===== config.mk =====
export PLATFORM = sky130hd
export DESIGN_NAME = spram_lsu
export DESIGN_NICKNAME = d
export VERILOG_FILES = /design/src/rtl/spram_lsu.sv
export SDC_FILE = /design/constraint.sdc
export NUM_CORES = 1
export LEC_CHECK = 0
export BUFFER_PORTS_ARGS = -buffer_cell sky130_fd_sc_hd__buf_2
export CAP_MARGIN = 15
export CORE_MARGIN = 3
export CORE_UTILIZATION = 51
export CTS_BUF_LIST = sky130_fd_sc_hd__clkbuf_4 sky130_fd_sc_hd__clkbuf_8 sky130_fd_sc_hd__clkbuf_16
export CTS_CLUSTER_SIZE = 25
export DETAILED_ROUTE_END_ITERATION = 6
export PLACE_DENSITY = 0.95
export SYNTH_ARGS = -nofsm -noshare
export SYNTH_HDL_FRONTEND = slang
export SYNTH_SLANG_ARGS = --single-unit

===== constraint.sdc =====
create_clock -name clk -period 3.6 [get_ports clk]
set_input_delay 0.18 -clock clk [delete_from_list [all_inputs] [get_ports clk]]
set_output_delay 0.18 -clock clk [all_outputs]
set_load 0.03 [all_outputs]

===== src/rtl/spram_lsu.sv =====
// Load/store bridge from the CPU data port to a single-port 32-bit SPRAM bank.
// One response stage backed by a one-entry skid buffer lets the CPU stall responses.
module spram_lsu #(
  parameter int ADDR_W = 17
) (
  input  logic              clk,
  input  logic              resetn,
  input  logic              req_valid,
  output logic              req_ready,
  input  logic              req_we,
  input  logic [1:0]        req_size,
  input  logic              req_signed,
  input  logic [ADDR_W-1:0] req_addr,
  input  logic [31:0]       req_wdata,
  output logic              resp_valid,
  input  logic              resp_ready,
  output logic [31:0]       resp_rdata,
  output logic              resp_err,
  output logic [ADDR_W-3:0] mem_addr,
  output logic [3:0]        mem_wen,
  output logic [31:0]       mem_wdata,
  input  logic [31:0]       mem_rdata
);

  typedef enum logic [1:0] {EMPTY, S1, HOLD} state_e;

  state_e      state_q, state_d;
  logic        s1_load_q, s1_load_d;
  logic [1:0]  s1_size_q, s1_size_d;
  logic        s1_signed_q, s1_signed_d;
  logic [1:0]  s1_off_q, s1_off_d;
  logic        s1_err_q, s1_err_d;
  logic [31:0] hold_rdata_q, hold_rdata_d;
  logic        hold_err_q, hold_err_d;

  logic        s1_valid, hold_valid;
  logic        req_err, acc;
  logic [3:0]  lane_mask;
  logic [31:0] shifted, s1_fmt;

  assign s1_valid   = (state_q == S1);
  assign hold_valid = (state_q == HOLD);

  assign req_err = (req_size == 2'd3) |
                   ((req_size == 2'd1) & req_addr[0]) |
                   ((req_size == 2'd2) & (req_addr[1:0] != 2'b00));

  assign req_ready = resetn & !hold_valid & (!s1_valid | resp_ready);
  assign acc       = req_valid & req_ready;
  assign mem_addr  = req_addr[ADDR_W-1:2];

  always_comb begin
    lane_mask = 4'b0000;
    mem_wdata = req_wdata;
    case (req_size)
      2'd0: begin
        lane_mask = 4'b0001 << req_addr[1:0];
        mem_wdata = {4{req_wdata[7:0]}};
      end
      2'd1: begin
        lane_mask = 4'b0011 << {req_addr[1], 1'b0};
        mem_wdata = {2{req_wdata[15:0]}};
      end
      2'd2: lane_mask = 4'b1111;
      default: lane_mask = 4'b0000;
    endcase
  end

  // Errored requests still take a response slot but must never touch memory.
  assign mem_wen = (acc & req_we & !req_err) ? lane_mask : 4'b0000;

  assign shifted = mem_rdata >> {s1_off_q, 3'b000};

  always_comb begin
    s1_fmt = shifted;
    case (s1_size_q)
      2'd0: s1_fmt = {{24{s1_signed_q & shifted[7]}}, shifted[7:0]};
      2'd1: s1_fmt = {{16{s1_signed_q & shifted[15]}}, shifted[15:0]};
      default: s1_fmt = shifted;
    endcase
    if (!s1_load_q || s1_err_q) begin
      s1_fmt = 32'd0;
    end
  end

  assign resp_valid = s1_valid | hold_valid;
  assign resp_rdata = hold_valid ? hold_rdata_q : (s1_valid ? s1_fmt : 32'd0);
  assign resp_err   = hold_valid ? hold_err_q : (s1_valid & s1_err_q);

  always_comb begin
    state_d      = state_q;
    s1_load_d    = s1_load_q;
    s1_size_d    = s1_size_q;
    s1_signed_d  = s1_signed_q;
    s1_off_d     = s1_off_q;
    s1_err_d     = s1_err_q;
    hold_rdata_d = hold_rdata_q;
    hold_err_d   = hold_err_q;
    case (state_q)
      EMPTY: if (acc) state_d = S1;
      S1: begin
        if (!resp_ready) begin
          // RAM output will move on with the next address, so freeze the formatted word now.
          state_d      = HOLD;
          hold_rdata_d = s1_fmt;
          hold_err_d   = s1_err_q;
        end else if (!acc) begin
          state_d = EMPTY;
        end
      end
      HOLD: if (resp_ready) state_d = EMPTY;
      default: state_d = EMPTY;
    endcase
    if (acc) begin
      s1_load_d   = !req_we;
      s1_size_d   = req_size;
      s1_signed_d = req_signed;
      s1_off_d    = req_addr[1:0];
      s1_err_d    = req_err;
    end
  end

  always_ff @(posedge clk or negedge resetn) begin
    if (!resetn) begin
      state_q      <= EMPTY;
      s1_load_q    <= 1'b0;
      s1_size_q    <= 2'd0;
      s1_signed_q  <= 1'b0;
      s1_off_q     <= 2'd0;
      s1_err_q     <= 1'b0;
      hold_rdata_q <= 32'd0;
      hold_err_q   <= 1'b0;
    end else begin
      state_q      <= state_d;
      s1_load_q    <= s1_load_d;
      s1_size_q    <= s1_size_d;
      s1_signed_q  <= s1_signed_d;
      s1_off_q     <= s1_off_d;
      s1_err_q     <= s1_err_d;
      hold_rdata_q <= hold_rdata_d;
      hold_err_q   <= hold_err_d;
    end
  end

endmodule

# Yosys cells after proc, flatten, opt, wreduce, memory -nomap -nowiden
# Cells that the tools add are included.
# Widths: inputs -> output; s select.
# totals
out_inout_bits	86
elab_cells	60
reg_bits	42
inputBits	89
# classes
muxes	13
eq_ne	9
bitwise	15
shifts	3
reduce_logical	12
# ops
operator	n
$pmux 32 s2	2
$mux 32	3
$shr 32x5->32	1
$pmux 4 s3	1
$and 1x1->1	10
$mux 2	4
$eq 2x1->1 const B	3
$eq 2x2->1 const B	3
$logic_not 2->1	3
$pmux 2 s3	1
$logic_not 1->1	5
$mux 4	1
$ne 2x2->1 const B	2
$or 1x1->1	4
$shl 1x2->4 const A	1
$shl 2x2->4 const A	1
$ne 3x3->1 const B	1
$reduce_and 3->1	1
$reduce_and 2->1	1
$reduce_bool 2->1	1
$logic_or 1x1->1	1
$mux 1	1
$not 1->1	1

# Longest topological paths before layout
# Gate-level depths: netlist of the first run.
# logic_depth
ltp_word	8
mapped_depth	9
mapped_depth_nobuf	6

# Least setup slack after synthesis of the first run
# Ideal clock, no wire load.
# synth_path
path_kind	reg-to-output
startpoint	register state_q[1]
endpoint	output mem_wen[0]
slack_ns	0.535
t_required_ns	3.420
path_stages_with_launch	10
path_buffers	3
arrival_ns	2.885
path_cell_list	dfrtp_1 -> inv_1 -> ha_1 -> buf_2 -> nand2b_1 -> buf_2 -> and4b_1 -> buf_2 -> nand2_1 -> a2111oi_0
# synth_via
elab_chain_cells	8
word_cells_on_any_way	11
classes_between	eq/ne (2); mux (1); bitwise (6); reduce/logical (2)
# synth_rtl
item	line_no	rtl
start: declaration	27	state_e state_q, state_d;
start signal: assignment	134	state_q <= state_d;
$eq 2x2->1 / $eq 2x1->1 (equally long branches)	42, 41	
$logic_not 1->1	48	assign req_ready = resetn & !hold_valid & (!s1_valid | resp_ready);
$and 1x1->1 / $or 1x1->1 (equally long branches)	48	
$and 1x1->1 (*)	48	
$and 1x1->1 (*)	49	assign acc = req_valid & req_ready;
$and 1x1->1 (*) (2 in series)	70	assign mem_wen = (acc & req_we & !req_err) ? lane_mask : 4'b0000;
$mux 4 (*)	70	
end: declaration	20	output logic [3:0] mem_wen,
# Mark *: on every way between the ends. The rest lies on a longest branch, timed or not.

# Worst setup path after layout of the first run
# layout_path
startpoint	register s1_off_q[1]
endpoint	output resp_rdata[18]
# layout_via
elab_chain_cells	6
word_cells_on_any_way	7
classes_between	shift (1); mux (4); bitwise (2)
# layout_rtl
item	line_no	rtl
start: declaration	31	logic [1:0] s1_off_q, s1_off_d;
start signal: assignment	138	s1_off_q <= s1_off_d;
$shr 32x5->32 (*)	72	assign shifted = mem_rdata >> {s1_off_q, 3'b000};
$and 1x1->1, on equally long branches	78, 77	
$pmux 32 s2 (*)	76	case (s1_size_q)
$mux 32 (*)	81	if (!s1_load_q || s1_err_q) begin
$mux 32 (*) (2 in series)	87	assign resp_rdata = hold_valid ? hold_rdata_q : (s1_valid ? s1_fmt : 32'd0);
end: declaration	17	output logic [31:0] resp_rdata,
# Marks and branches as above.

==> results of run 1 <==
-- flip-flops by register name, indices dropped and copies added, names as in the netlist --
name,flops
hold_rdata_q,32
s1_off_q,2
s1_size_q,2
state_q,2
hold_err_q,1
s1_err_q,1
s1_load_q,1
s1_signed_q,1
-- cell type report --
cell class,count,area (um^2)
Tap cell,93,116
Sequential cell,42,1050
Inverter,13,48.8
Timing Repair Buffer,151,773
Clock buffer,6,82.6
Multi-Input combinational cell,318,2120
Clock inverter,2,12.5
Fill cell,557,2370
-- kinds of logic after synthesis --
group,after synthesis
AO/OA/AOI/OAI,131
AND/OR/NAND/NOR,130
buffers and inverters,75
multiplexers,53
flip-flops,42
adder cells (fa/ha/maj),3
XOR/XNOR,1
-- report_power, final --
part | internal, mW | switching, mW | total [mW]
combinational | 0.549 | 1.09 | 1.64
clock | 0.154 | 0.173 | 0.328
sequential | 0.628 | 0.135 | 0.763
-- cells in the final DEF, fill, tap and decap left out, types with 2 or more instances in the layout --
cell type,count
inv_1,13
mux2_2,26
dfrtp_1,42
a21oi_1,12
buf_4,7
o31ai_2,4
o22ai_1,3
nor3_1,4
nor2_1,9
o31ai_1,13
o21ai_0,45
nor2b_1,3
nand4b_1,2
o211ai_1,7
a32o_1,14
buf_2,144
nand2b_1,3
clkbuf_8,6
a22o_1,2
ha_1,3
nand2_1,99
or2_1,2
o21ai_2,16
o21a_1,9
mux2i_1,26
-- metrics by stage --
step	std cells	power (mW)	util, %	hold WS, ns
after floorplan	435	2.08	-	-0.116
after global placement	617	2.33	62.5	0.329
after detailed placement	617	2.40	62.5	0.339
after CTS	625	2.72	64.0	0.0165
after global routing	625	2.91	64.0	0.0514
final	625	2.73	64.0	-0.000940
-- per-layer routing --
layer	GRT usage, %	up-vias
met5	0	-
met4	12.3	0
met3	6.59	35
met2	46.4	227
met1	28.7	1701
li1	-	1709
-- worst max-delay path by stage --
stage | end | cells past startpoint
2_1_floorplan | mem_wen[0] | 9
3_3_place_gp | resp_rdata[16] | 7
3_5_place_dp | resp_rdata[18] | 7
4_1_cts | resp_rdata[18] | 7
5_1_grt | resp_rdata[16] | 7
6_report | resp_rdata[18] | 7
-- cell usage after synthesis (all sizes together) (2+ instances only) --
| cell | count |
|---|---|
| dfrtp | 42 |
| nand4b | 2 |
| a22o | 2 |
| nor2b | 3 |
| o22ai | 3 |
| a32o | 14 |
| inv | 13 |
| buf | 39 |
| o31ai | 17 |
| nand2 | 99 |
| a21oi | 12 |
| a2111oi | 2 |
| nor2 | 9 |
| ha | 3 |
| o21ai | 62 |
| mux2 | 26 |
| o211ai | 7 |
| o21a | 9 |
| mux2i | 27 |
| nor3 | 5 |
| nand2b | 3 |
| clkbuf | 23 |
| or2 | 3 |
-- critical path, delay by kind of cell (launching register included) --
kind | cells | cell delay, ns
buffers and inverters | 3 | 0.99
DFF | 1 | 0.49
AOI/OAI and AO/OA | 2 | 0.44
muxes | 1 | 0.35
and+or+nand+nor | 1 | 0.09
==> key figures, run 1 <==
STA
  • Maximum clock rate: 0.348 GHz
  • Worst Tran Pin Value: 1.12 ns
  • Max-slew violations: 0
  • Tmin final: 2.87 ns
  • Final hold slack: -0.000940 ns
  • Final WS setup: 0.730 ns
  • Slew headroom: 24.8%
  • Part of the cycle the worst path needs: 79.7%
  • RSZ-0062 raised after global routing: false
  • Setup-failing EPs final: 0
  • Setup Skew: 0.0113 ns
  • Final hold vios: 1
  • Setup_tns: 0 ns

Clock network
  • H-tree Lvls: 2
  • Skew-Pair Late Insertion Delay: 0.30 ns
  • CTS Buf Count: 5
  • Buffer levels on the longest clock path: 2
  • Setup bufs post-CTS: 0
  • CTS root buffer: clkbuf_8
  • CTS tree: yes
  • CTS Hold Buffers Added: 0
  • Cts repair resizes: 0
  • Clock transition at path regs: 0.08 ns
  • CTS sink cnt: 42

Synthesis
  • Area contributors post-synth: dfrtp_1, nand2_1, mux2_2, mux2i_1, o21ai_0
  • Yosys warnings: 0
  • Post-Synth Simple-Gate Area: 15.6%
  • Post-synth EDFFs: 0
  • Yosys reg bits: 42
  • Xor-xnor portion of the synthesized cell area: 0.245%
  • Syn nets: 527
  • Post-synth top area share: 29.4%
  • Sequential-to-total area share from yosys stat: 29.4%
  • Yosys top cell by area: dfrtp_1
  • Mapped Avg Cell Area: 8.22 um^2
  • Post-synthesis compound-gate area fraction: 26.2%
  • Ys flop type: dfrtp_1
  • Mapped cell area: 3580 um^2
  • Asr flop ratio synth: 100%
  • Largest family of logic cells by synthesized area: compound AO/OA/AOI/OAI gates
  • Cell count after synthesis: 435
  • Adder-cell share of the synthesized area: 1.05%
  • Multiplexer share of the synthesized area: 16.1%
  • Synth unique cells: 43

Place
  • Placed instance area: 4110 um^2
  • GP Congestion: 0.991
  • Port Buffers: 144
  • Post-DP HPWL: 8410 um
  • Worst slack, placed: 1.08 ns

Global route
  • Grt total ovfl: 0
  • Largest net degree at the start of global routing: 45
  • First-pass GRT wire length: 17100 um
  • GRT Total Usage: 25.9%
  • Initial antenna violation count: 0
  • Vias in the first global route: 3484

Pwr
  • LEAKAGE: 2.02 nW
  • Worst VDD drop: 0.000301 V
  • PwrDens: 649 nW/um^2

Die
  • Core area: 6570 um^2
  • Die Wd: 89.7 um
  • Total Die Area: 8050 um^2
  • Initial core utilization: 54.4%
  • I/O pin cnt: 175
  • FP Rows: 29
  • Die Height: 89.7 um

Critical path
  • Critical-path cell with the highest stage delay: dfrtp_1
  • R2R Path End: hold_rdata_q[17]$_DFFE_PN0P_
  • Worst setup path start: s1_off_q[1]$_DFFE_PN0N_
  • Most used cell, CP: buf_4
  • Reg2reg path depth: 6
  • R2R Setup Slk: 1.25 ns
  • Setup CP Type: flip-flop to output pin
  • Crit. End Element: output pin
  • CP required: 3.42 ns
  • Critical Path Max Stage Delay: 0.49 ns
  • Worst Path Max Fanout: 32
  • Crit Reg-Reg Startpoint: s1_off_q[1]$_DFFE_PN0N_
  • CP cell instances: buf_4, mux2i_4, nor3_2, a2111oi_4, buf_4, o31ai_1, buf_2
  • CP arrival: 2.69 ns
  • Setup crit start kind: flip-flop

Job
  • Max cap viols: 0

Final layout
  • Share of cells above drive strength 1: 39.5%
  • Number of diodes: 0
  • Design area: 4200 um^2
  • Area Growth Syn to Fin: 17.5%
  • NumNets Final: 623

Drt
  • Via count: 3672
  • Post-DRT Antenna Nets: 0
  • DRT Pass-1 Iters: 7
  • DRC Markers: 0
  • Top routing layer used: met4
  • Met2 wire length: 5480 um
  • Routed WL per cell: 17.2 um
  • Post-route met1 wirelength: 3900 um
  • DR iter-0 viols: 237
  • Vias per cell: 5.88
  • Drt total wl: 10800 um
  • DR WL met3: 1010 um

Hold path
  • Worst Hold Class: input pin to async pin

Outcome
  • Failing checks: hold timing
  • Status: finished with violations
Power figures use the tool's default switching activity.
==> run 2, diff against run 1 <==
CORE_UTILIZATION = 43   (was 51)
PLACE_DENSITY = 0.9   (was 0.95)
clock period = 2.36 ns   (was 3.6 ns; I/O delays follow)
==> key figures, run 2 (synthesis gave the netlist of run 1 again) <==
Outcome
  • Status: finished, final reports clean

Critical path
  • CP required: 2.24 ns
  • CP arrival: 2.17 ns
  • Crit. End Element: output pin
  • Critical Path Max Stage Delay: 0.45 ns
  • CP cell instances: buf_4, buf_6, mux2i_1, o21ai_0, a32o_1, buf_2
  • Worst path buffer plus inverter count: 3
  • Critical-path cell with the highest stage delay: dfrtp_2
  • Worst Path Max Fanout: 16
  • Setup CP Type: flip-flop to output pin
  • Setup crit start kind: flip-flop
  • Top delay family on crit path: buffers and inverters

Final layout
  • Share of cells above drive strength 1: 42.5%
  • Multi-input gate area: 2160 um^2
  • Largest register FFs: 32
  • Design area: 4390 um^2
  • Number of diodes: 0
  • NumNets Final: 632
  • Most flop-heavy register: hold_rdata_q
  • Area Growth Syn to Fin: 22.7%
  • Most common cell after layout, fill and taps aside: buf_2
  • Fillcell total: 716
  • Final Non-Filler Cells: 643
  • FF+latch area: 1050 um^2
  • Commonest non-fill, non-tap cells in the layout: buf_2, nand2_1, o21ai_0

STA
  • Setup-failing EPs final: 0
  • Maximum clock rate: 0.437 GHz
  • Max-slew violations: 0
  • Slew headroom: 53.9%
  • Worst Tran Pin Value: 0.690 ns
  • Final hold slack: 0.0408 ns
  • Final hold vios: 0
  • Tmin final: 2.29 ns
  • Part of the cycle the worst path needs: 97.0%
  • RSZ-0062 raised after global routing: false
  • Setup Skew: 0.0169 ns

Drt
  • DRT Pass-1 Iters: 5
  • Drt total wl: 11200 um
  • DR iter-0 viols: 201
  • Post-DRT Antenna Nets: 0
  • Vias per cell: 5.75
  • Routed WL per cell: 17.5 um
  • Via count: 3695
  • DRC Markers: 0

Clock network
  • CTS Buf Count: 5
  • CTS tree: yes
  • CTS root buffer: clkbuf_8
  • CTS sink cnt: 42
  • Skew-Pair Late Insertion Delay: 0.31 ns
  • Setup bufs post-CTS: 0
  • Buffer levels on the longest clock path: 2
  • H-tree Lvls: 2
  • Clock transition at path regs: 0.08 ns

Global route
  • Grt total ovfl: 0
  • First-pass GRT wire length: 17900 um
  • Largest net degree at the start of global routing: 42
  • Initial antenna violation count: 1
  • Vias in the first global route: 3621
  • GRT Total Usage: 22.8%

Job
  • Max cap viols: 0

Pwr
  • LEAKAGE: 2.10 nW
  • Worst VDD drop: 0.000394 V
  • PwrDens: 1030 nW/um^2

Die
  • Die Wd: 97.2 um
  • I/O pin cnt: 175
  • Total Die Area: 9450 um^2
  • Initial core utilization: 45.3%
  • Core area: 7890 um^2
  • FP Rows: 32
  • Die Height: 97.2 um

Place
  • Post-DP HPWL: 8400 um
  • Port Buffers: 144
  • GP Congestion: 0.941
  • Placed instance area: 4190 um^2
  • Placed cell count: 633

Hold path
  • Worst Hold Class: input pin to flip-flop
-- run 2: cell types whose count changed in the layout (fill, tap and decap cells not counted), sizes merged --
| cell | before | now |
|---|---|---|
| dlygate4sd3 | 0 | 1 |
| clkbuf | 6 | 5 |
| clkinvlp | 1 | 0 |
| bufbuf | 0 | 1 |
| inv | 13 | 14 |
| bufinv | 0 | 1 |
| buf | 151 | 158 |
-- run 2: repair_timing --
item,4_1_cts,5_1_grt
hold buffers,1,0
setup endpoints to repair,19,18
resized for setup,4,11
cloned,1,0
endpoints found under the hold margin,12,0
-- run 2: worst paths after layout --
kind	startpoint	endpoint	slack, ns	cells after the start
worst min register to register	hold_rdata_q[29]$_DFFE_PN0P_	hold_rdata_q[29]$_DFFE_PN0P_	0.49	2
worst max register to register	state_q[0]$_DFFE_PN0P_	state_q[1]$_DFFE_PN0P_	0.36	6
min in group asynchronous	resetn	hold_rdata_q[26]$_DFFE_PN0P_	0.24	2
worst max-delay path	s1_off_q[1]$_DFFE_PN0N_	resp_rdata[9]	0.07	6
max in group asynchronous	resetn	s1_off_q[1]$_DFFE_PN0N_	1.26	4
worst min-delay path	req_signed	s1_signed_q$_DFFE_PN0N_	0.04	3
-- run 2: layout make-up --
| type | instances | share of cell area, % |
|---|---|---|
| Clock inverter | 3 | 0.998 |
| Clock buffer | 5 | 1.57 |
| Timing Repair Buffer | 160 | 20.2 |
| Tap cell | 102 | 2.91 |
| Sequential cell | 42 | 24.0 |
| Multi-Input combinational cell | 318 | 49.2 |
| Inverter | 13 | 1.11 |
-- run 2: power by group --
group | internal, mW | switching, mW | total [mW]
sequential | 0.961 | 0.187 | 1.15
clock | 0.317 | 0.274 | 0.591
combinational | 1.04 | 1.76 | 2.79
-- run 2: routing by layer --
| metal | track usage [%] | up-vias | wire, um |
|---|---|---|---|
| met5 | 0 | - | 7 |
| met4 | 9.07 | 2 | 360 |
| met3 | 5.31 | 35 | 1140 |
| li1 | - | 1717 | - |
| met1 | 27.2 | 1692 | 4230 |
| met2 | 39.4 | 249 | 5500 |
-- run 2: per-stage QoR --
stage          total power, mW  TNS, ns  setup WS (ns)  utilization [%]
3_3_place_gp              3.63        0          0.309             53.1
3_5_place_dp              3.74        0          0.177             53.1
5_1_grt                   4.81        0      0.0000506             55.6
2_1_floorplan             3.17  -0.0754        -0.0188                -
6_report                  4.53        0         0.0699             55.6
4_1_cts                   4.44        0        0.00618             55.2
-- run 2: worst reg2reg max path, stage by stage, from the launching register on --
cell	delay (ns)
dfrtp_1	0.39
inv_1	0.10
ha_1	0.23
buf_4	0.26
nand4b_1	0.49
mux2i_1	0.30
o22ai_1	0.11
==> run 3, diff against run 2 <==
PLACE_DENSITY = not set   (was 0.9)
PLACE_DENSITY_LB_ADDON = 0.12   (was not set)
==> key figures, run 3 (synthesis gave the netlist of run 1 again) <==
Critical path
  • Critical-path cell with the highest stage delay: dfrtp_2
  • Worst path buffer plus inverter count: 2
  • Top delay family on crit path: compound AO/OA/AOI/OAI gates
  • Worst Path Max Fanout: 21
  • CP required: 2.24 ns
  • Crit. End Element: output pin
  • CP arrival: 2.13 ns
  • Setup CP Type: flip-flop to output pin
  • CP cell instances: buf_4, mux2i_1, o21ai_0, a32o_1, buf_2
  • Critical Path Max Stage Delay: 0.49 ns
  • Setup crit start kind: flip-flop

Place
  • GP Congestion: 0.906
  • Port Buffers: 144
  • Placed cell count: 637
  • Post-DP HPWL: 8130 um

STA
  • Tmin final: 2.24 ns
  • Setup-failing EPs final: 0
  • Maximum clock rate: 0.446 GHz
  • Setup_tns: 0 ns
  • Worst Tran Pin Value: 0.545 ns
  • Max-slew violations: 0
  • Final hold vios: 0
  • Part of the cycle the worst path needs: 95.1%
  • Setup Skew: 0.00643 ns
  • Slew headroom: 63.7%

Final layout
  • Final Non-Filler Cells: 650
  • NumNets Final: 639
  • Most common cell after layout, fill and taps aside: buf_2
  • Area Growth Syn to Fin: 22.5%
  • Most flop-heavy register: hold_rdata_q
  • Largest register FFs: 32
  • Fillcell total: 767
  • Commonest non-fill, non-tap cells in the layout: buf_2, nand2_1, o21ai_0
  • Number of diodes: 0
  • Share of cells above drive strength 1: 42.5%

Job
  • Max cap viols: 0

Global route
  • Grt total ovfl: 0
  • GRT Total Usage: 21.8%
  • Vias in the first global route: 3389
  • Initial antenna violation count: 0
  • Largest net degree at the start of global routing: 36
  • First-pass GRT wire length: 17100 um

Drt
  • DRT Pass-1 Iters: 4
  • Vias per cell: 5.50
  • DRC Markers: 0
  • Drt total wl: 10700 um
  • Routed WL per cell: 16.4 um
  • Via count: 3576
  • DR iter-0 viols: 173
  • Post-DRT Antenna Nets: 0

Clock network
  • Clock transition at path regs: 0.09 ns
  • CTS Buf Count: 5
  • Buffer levels on the longest clock path: 2
  • H-tree Lvls: 2
  • CTS root buffer: clkbuf_8
  • CTS tree: yes
  • CTS sink cnt: 42
  • Skew-Pair Late Insertion Delay: 0.30 ns

Pwr
  • Clk pwr share: 11.0%
  • Sequential power share: 26.3%
  • LEAKAGE: 2.11 nW
  • Internal power: 2.19 mW
  • Switching power: 2.20 mW
  • Gate power share: 62.7%
  • Net Sw Frac: 50.2%
  • Worst VDD drop: 0.000584 V
  • PwrDens: 1000 nW/um^2

Die
  • I/O pin cnt: 175
  • Initial core utilization: 45.3%
  • Die Wd: 97.2 um
  • FP Rows: 32
  • Core area: 7890 um^2
  • Die Height: 97.2 um
  • Total Die Area: 9450 um^2

Hold path
  • Worst Hold Class: input pin to flip-flop

Outcome
  • Status: finished, final reports clean
run 3: final timing paths:
kind	to	slack (ns)	from	depth (start not counted)
worst max-delay path	resp_rdata[12]	0.12	s1_off_q[1]$_DFFE_PN0N_	5
worst min-delay path	s1_signed_q$_DFFE_PN0N_	0.07	req_signed	3
worst max register to register	state_q[1]$_DFFE_PN0P_	0.50	state_q[1]$_DFFE_PN0P_	7
worst min register to register	hold_rdata_q[29]$_DFFE_PN0P_	0.49	hold_rdata_q[29]$_DFFE_PN0P_	2
max in group asynchronous	s1_size_q[0]$_DFFE_PN0N_	1.37	resetn	3
min in group asynchronous	hold_err_q$_DFFE_PN0P_	0.23	resetn	2
run 3: final cells by class:
class	count	area (um^2)	area share, %
Sequential cell	42	1050	24.1
Clock buffer	5	68.8	1.57
Inverter	13	48.8	1.11
Multi-Input combinational cell	318	2140	48.8
Tap cell	102	128	2.91
Timing Repair Buffer	167	921	21.0
Clock inverter	3	21.3	0.486
run 3: metal layers:
layer / track usage [%] / part of all wire [%] / up-vias
li1: - / - / 1735
met1: 30.5 / 45 / 1681
met2: 34.5 / 48 / 140
met3: 3.88 / 6.0 / 20
met4: 5.94 / 1.5 / 0
met5: 0 / 0 / -
run 3: stage by stage:
stage                     hold slack (ns)  util [%]  power, mW  cell area (um^2)  setup WS [ns]
after floorplan                    -0.178         -       3.17              3580        -0.0188
after global placement             0.0161      53.5       3.77              4220          0.281
after detailed placement           0.0218      53.5       3.80              4220          0.248
after CTS                          0.0481      54.8       4.29              4320       0.000832
after global routing               0.0860      55.5       4.70              4380      -0.000232
final                              0.0656      55.5       4.39              4380          0.116
run 3: worst reg2reg max path, cell delays in order, from the launching register on:
cell and delay (ns):
dfrtp_1 0.37, inv_1 0.08, ha_2 0.23, nand2b_1 0.10, buf_4 0.23, nand4b_1 0.36
mux2i_1 0.27, o22ai_1 0.10
run 3: repair_timing:
item | 4_1_cts | 5_1_grt
endpoints found under the hold margin | 7 | 0
setup endpoints to repair | 22 | 25
cloned | 0 | 1
resized for setup | 1 | 9
hold buffers | 1 | 0
buffers inserted | 0 | 3
pin swaps | 0 | 1
run 3: power groups by stage:
| stage | Clock (mW) | Sequential, mW | Combinational (mW) |
|---|---|---|---|
| floorplan | 0 | 1.07 | 2.10 |
| global placement | 0 | 1.15 | 2.62 |
| detailed placement | 0 | 1.16 | 2.64 |
| CTS | 0.492 | 1.15 | 2.65 |
| global route | 0.512 | 1.19 | 3.00 |
| finish | 0.482 | 1.15 | 2.75 |
